**config.mk**
```make
export PLATFORM = sky130hd
export DESIGN_NAME = tlc_multiway_fsm
export DESIGN_NICKNAME = d
export VERILOG_FILES = /design/src/rtl/tlc_multiway_fsm.sv
export SDC_FILE = /design/constraint.sdc
export NUM_CORES = 1
export LEC_CHECK = 0
export CORE_MARGIN = 4
export CORE_UTILIZATION = 56
export CTS_CLUSTER_SIZE = 40
export DETAILED_ROUTE_END_ITERATION = 16
export GPL_ROUTABILITY_DRIVEN = 0
export PLACE_DENSITY = 0.84
export SYNTH_ARGS = -nofsm -noshare
export SYNTH_HDL_FRONTEND = slang
export SYNTH_SLANG_ARGS = --single-unit
```
**constraint.sdc**
```tcl
create_clock -name clk -period 2.5 [get_ports clk]
set_clock_uncertainty 0.15 [all_clocks]
set_input_delay 0.5 -clock clk [delete_from_list [all_inputs] [get_ports clk]]
set_output_delay 0.5 -clock clk [all_outputs]
set_load 0.05 [all_outputs]
```
**src/rtl/tlc_multiway_fsm.sv**
```systemverilog
// rtl/tlc_multiway_fsm.sv - N-way round-robin traffic-light controller with demand latching and night flash
module tlc_multiway_fsm #(
  parameter int N_WAYS       = 2,
  parameter int CNT_W        = 8,
  parameter int GREEN_TICKS  = 20,
  parameter int YELLOW_TICKS = 4,
  parameter int ALLRED_TICKS = 2,
  parameter int FLASH_TICKS  = 5,
  parameter int SKIP_IDLE    = 1,
  localparam int WAY_W       = $clog2(N_WAYS)
) (
  input  logic                  clk,
  input  logic                  reset,
  input  logic                  en,
  input  logic [N_WAYS-1:0]     req,
  input  logic                  mode_flash,
  output logic [2*N_WAYS-1:0]   light,
  output logic [WAY_W-1:0]      cur_way,
  output logic [1:0]            phase
);

  typedef enum logic [1:0] {
    ALLRED = 2'b00,
    GREEN  = 2'b01,
    YELLOW = 2'b10,
    FLASH  = 2'b11
  } phase_t;

  localparam logic [CNT_W-1:0] G_LAST = CNT_W'(GREEN_TICKS - 1);
  localparam logic [CNT_W-1:0] Y_LAST = CNT_W'(YELLOW_TICKS - 1);
  localparam logic [CNT_W-1:0] A_LAST = CNT_W'(ALLRED_TICKS - 1);
  localparam logic [CNT_W-1:0] F_LAST = CNT_W'(FLASH_TICKS - 1);

  phase_t              state, state_n;
  logic [CNT_W-1:0]    cnt, cnt_n;
  logic [WAY_W-1:0]    cur_way_n, nxt, nxt_n, succ, sel, cand;
  logic [N_WAYS-1:0]   pending, pending_n, own_mask, clr_mask;
  logic                flash_on, flash_on_n, other_pending;
  logic [2*N_WAYS-1:0] light_n;

  assign phase         = state;
  assign own_mask      = N_WAYS'(1) << cur_way;
  assign other_pending = |(pending & ~own_mask);
  assign succ          = WAY_W'((int'(cur_way) + 1) % N_WAYS);

  // Nearest pending way after cur_way (descending scan so the smallest offset wins).
  always_comb begin
    sel  = succ;
    cand = '0;
    for (int off = N_WAYS; off >= 1; off--) begin
      cand = WAY_W'((int'(cur_way) + off) % N_WAYS);
      if (pending[cand]) sel = cand;
    end
  end

  always_comb begin
    state_n    = state;
    cnt_n      = cnt;
    cur_way_n  = cur_way;
    nxt_n      = nxt;
    flash_on_n = flash_on;
    if (en) begin
      case (state)
        ALLRED: begin
          if (cnt == A_LAST) begin
            cnt_n = '0;
            if (mode_flash) begin
              state_n    = FLASH;
              flash_on_n = 1'b1;
            end else begin
              state_n   = GREEN;
              cur_way_n = nxt;
            end
          end else cnt_n = cnt + 1'b1;
        end
        GREEN: begin
          if (cnt == G_LAST) begin
            // Rest in green (cnt saturated) until another way or flash mode wants service.
            if (!(SKIP_IDLE != 0 && !other_pending && !mode_flash)) begin
              state_n = YELLOW;
              cnt_n   = '0;
            end
          end else cnt_n = cnt + 1'b1;
        end
        YELLOW: begin
          if (cnt == Y_LAST) begin
            state_n = ALLRED;
            cnt_n   = '0;
            nxt_n   = (SKIP_IDLE != 0) ? sel : succ;
          end else cnt_n = cnt + 1'b1;
        end
        default: begin
          if (!mode_flash) begin
            state_n    = ALLRED;
            cnt_n      = '0;
            cur_way_n  = '0;
            nxt_n      = '0;
            flash_on_n = 1'b0;
          end else if (cnt == F_LAST) begin
            cnt_n      = '0;
            flash_on_n = ~flash_on;
          end else cnt_n = cnt + 1'b1;
        end
      endcase
    end
  end

  // A request for the way holding (or just taking) green is already being served.
  always_comb begin
    clr_mask = '0;
    if (state == GREEN) clr_mask = clr_mask | own_mask;
    if (state_n == GREEN) clr_mask = clr_mask | (N_WAYS'(1) << cur_way_n);
    pending_n = (pending | req) & ~clr_mask;
  end

  always_comb begin
    light_n = '0;
    for (int k = 0; k < N_WAYS; k++) begin
      if (state_n == FLASH) light_n[2*k +: 2] = flash_on_n ? 2'b01 : 2'b11;
      else if (WAY_W'(k) == cur_way_n && state_n == GREEN) light_n[2*k +: 2] = 2'b10;
      else if (WAY_W'(k) == cur_way_n && state_n == YELLOW) light_n[2*k +: 2] = 2'b01;
    end
  end

  always_ff @(posedge clk or posedge reset) begin
    if (reset) begin
      state    <= ALLRED;
      cnt      <= '0;
      cur_way  <= '0;
      nxt      <= '0;
      pending  <= '0;
      flash_on <= 1'b0;
      light    <= '0;
    end else begin
      state    <= state_n;
      cnt      <= cnt_n;
      cur_way  <= cur_way_n;
      nxt      <= nxt_n;
      pending  <= pending_n;
      flash_on <= flash_on_n;
      light    <= light_n;
    end
  end

endmodule
```
==> flow_metrics.env <==
export IMPL_initial_utilization=0.586
export IMPL_synth_ff_type="dfrtp_1"
export IMPL_die_h_um=56.1
export IMPL_setup_tns_ns=0
export IMPL_clk_pin_slew_ns=0.11
export IMPL_combPwrFrac=0.189
export IMPL_ys_warn_count=0
export IMPL_htreeDepth=1
export IMPL_wl_per_cell_um=15.4
export IMPL_final_hold_viol_count=0
export IMPL_final_cell_mix="dfrtp_1, clkdlybuf4s50_1, inv_1, o21ai_0, nand2_1"
export IMPL_design_area_um2=1510
export IMPL_final_common_cell="dfrtp_1"
export IMPL_viasPerCell=6.14
export IMPL_die_area_um2=3150
export IMPL_routed_wl_mm=2.77
export IMPL_dpl_hpwl_mm=2.12
export IMPL_placed_area_um2=1480
export IMPL_ys_async_sr_fraction=1.00
export IMPL_final_fill_count=170
export IMPL_rows=17
export IMPL_switchingPower_mw=0.220
export IMPL_ant_nets=0
export IMPL_ir_worst_vdd_mv=0.340
export IMPL_clock_path_buffers=2
export IMPL_syn_nets=147
export IMPL_power_leakage_nw=0.640
export IMPL_rsz0062_at_grt="no"
export IMPL_synth_edf_count=0
export IMPL_via_count=1105
export IMPL_drive_gt1_frac=0.204
export IMPL_num_antenna_cells=0
export IMPL_grt_usage=0.196
export IMPL_die_x_um=56.1
export IMPL_cap_violations=0
export IMPL_grt_max_degree=20
export IMPL_powerDensity_nw_per_um2=462
export IMPL_grt_first_pass_wirelength_mm=4.91
export IMPL_root_buffer="clkbuf_4"
export IMPL_syn_inst=134
export IMPL_intPower_mw=0.475
export IMPL_grt_pass1_vias=1128
export IMPL_relSlewSlack=0.525
export IMPL_synth_seq_cells=19
export IMPL_ys_seq_area_frac=0.367
export IMPL_synthToLayoutAreaGrowth_pct=16.1
export IMPL_drt_iter0_markers=44
export IMPL_worstSetupPathType="reg2reg"
export IMPL_fin_cells=180
export IMPL_cp_start_kind="flop"
export IMPL_io_pins=13
export IMPL_period_share=0.974
export IMPL_slew_violations=0
export IMPL_fmax_ghz=0.411
export IMPL_endpoint_kind="flop"
export IMPL_clock_power_share=0.228
export IMPL_yosysUniqueCellTypes=49
export IMPL_path_max_fanout=9
export IMPL_grt_overflow=0
export IMPL_tightestPinTransition_ns=0.711
export IMPL_first_pass_iters=6
export IMPL_design_core_area_um2=2210
export IMPL_clk_latency_ns=0.30
export IMPL_outcome="complete, no violations"
export IMPL_pwr_share_seq=0.582
export IMPL_netlist_area_leader_share=0.367
export IMPL_swShare=0.316
export IMPL_critPathRequiredTime_ns=2.55
export IMPL_nets=166
export IMPL_cts_sinks=19
export IMPL_hold_class="reg2reg"
export IMPL_crit_arrival_ns=2.49
export IMPL_setup_viol=0
export IMPL_cts_tree="built"
export IMPL_io_buffers=12
export IMPL_cts_buffers_inserted=3
export IMPL_synth_area_top_cells="dfrtp_1, ha_1, o21ai_0"
export IMPL_place_inst=176
export IMPL_drc=0
export IMPL_cts_repair_resized=0
export IMPL_synth_area_um2=1300
export IMPL_hold_slack_ns=0.411
export IMPL_yosys_area_top_type="dfrtp_1"
export IMPL_antenna_found_initial=0
export IMPL_min_period_ns=2.43
export IMPL_synth_avg_cell_area_um2=9.67
-- Yosys cell counts (2+ instances only) --
cell type,instances
nand2b_1,5
nand3b_1,3
clkbuf_1,2
mux2i_1,3
ha_1,7
nor2b_1,6
a22o_1,4
inv_1,10
o22ai_1,3
nand2_1,8
nand3_1,3
dfrtp_1,19
and3_1,3
nor3_1,3
a21oi_1,7
nor2_1,5
o21ai_0,9
a22oi_1,3
-- metrics by stage --
step                      utilization  worst slack, ns  power, mW
final                           0.680           0.0650      0.695
after global routing            0.680         0.000284      0.746
after CTS                       0.680           0.0811      0.696
after detailed placement        0.668           0.0318      0.540
after global placement          0.668           0.0795      0.534
after floorplan                     -           0.0758      0.502
-- area by class of cell --
class,instances,area [µm²],share of cell area
timing repair buffer,19,173,0.115
clock buffer,3,22.5,0.0150
sequential,19,478,0.318
multi-input combinational,99,751,0.499
tap,28,35.0,0.0233
clock inverter,1,5.00,0.00333
inverter,11,41.3,0.0274
-- flip-flops by register name, indices dropped and copies added, names as in the netlist --
name / cells
cur_way: 1
light: 4
pending: 2
phase: 2
cnt: 8
nxt: 1
flash_on: 1
-- final timing paths --
kind | start | cells after the start | slack, ns | end
worst min register to register | cnt[7] | 1 | 0.41 | cnt[7]
min in group asynchronous | reset | 2 | 0.45 | cnt[6]
worst max-delay path | cnt[3] | 6 | 0.07 | cnt[0]
worst max register to register | cnt[3] | 6 | 0.07 | cnt[0]
max in group asynchronous | reset | 2 | 1.26 | phase[0]
worst min-delay path | cnt[7] | 1 | 0.41 | cnt[7]
-- per-layer routing --
layer | wire [µm] | global-route usage | vias up
met5 | 0 | 0 | -
met4 | 74 | 0.102 | 0
met3 | 80 | 0.0348 | 8
met2 | 1320 | 0.321 | 22
met1 | 1300 | 0.245 | 543
li1 | - | - | 532
-- power groups by stage --
stage,sequential (mW),combinational (mW),clock (mW)
3_5_place_dp,0.409,0.131,0
5_1_grt,0.414,0.150,0.182
4_1_cts,0.402,0.132,0.162
6_report,0.405,0.132,0.159
3_3_place_gp,0.406,0.127,0
2_1_floorplan,0.381,0.121,0
-- critical path: stages (launching register included) --
cell and delay, ns:
dfrtp_1 0.44, or4_4 0.60, or2_4 0.30, a21oi_1 0.17, a32o_2 0.29, nor2_2 0.10
mux2_4 0.28
-- logic make-up (layout without fill, tap and decap cells) --
group	count (synthesis)	count (layout)	share of synthesized area
AO/OA/AOI/OAI	44	44	0.278
adder cells (fa/ha/maj)	7	7	0.0676
buffers and inverters	16	34	0.0540
AND/OR/NAND/NOR	44	44	0.199
multiplexers	4	4	0.0347
flip-flops	19	19	0.367
-- what timing repair did --
| action | in CTS | in global routing |
|---|---|---|
| setup endpoints to repair | 0 | 1 |
| hold buffers | 0 | 0 |
| setup buffers | 0 | 0 |
Note: power is estimated with default switching activity, not from simulation.
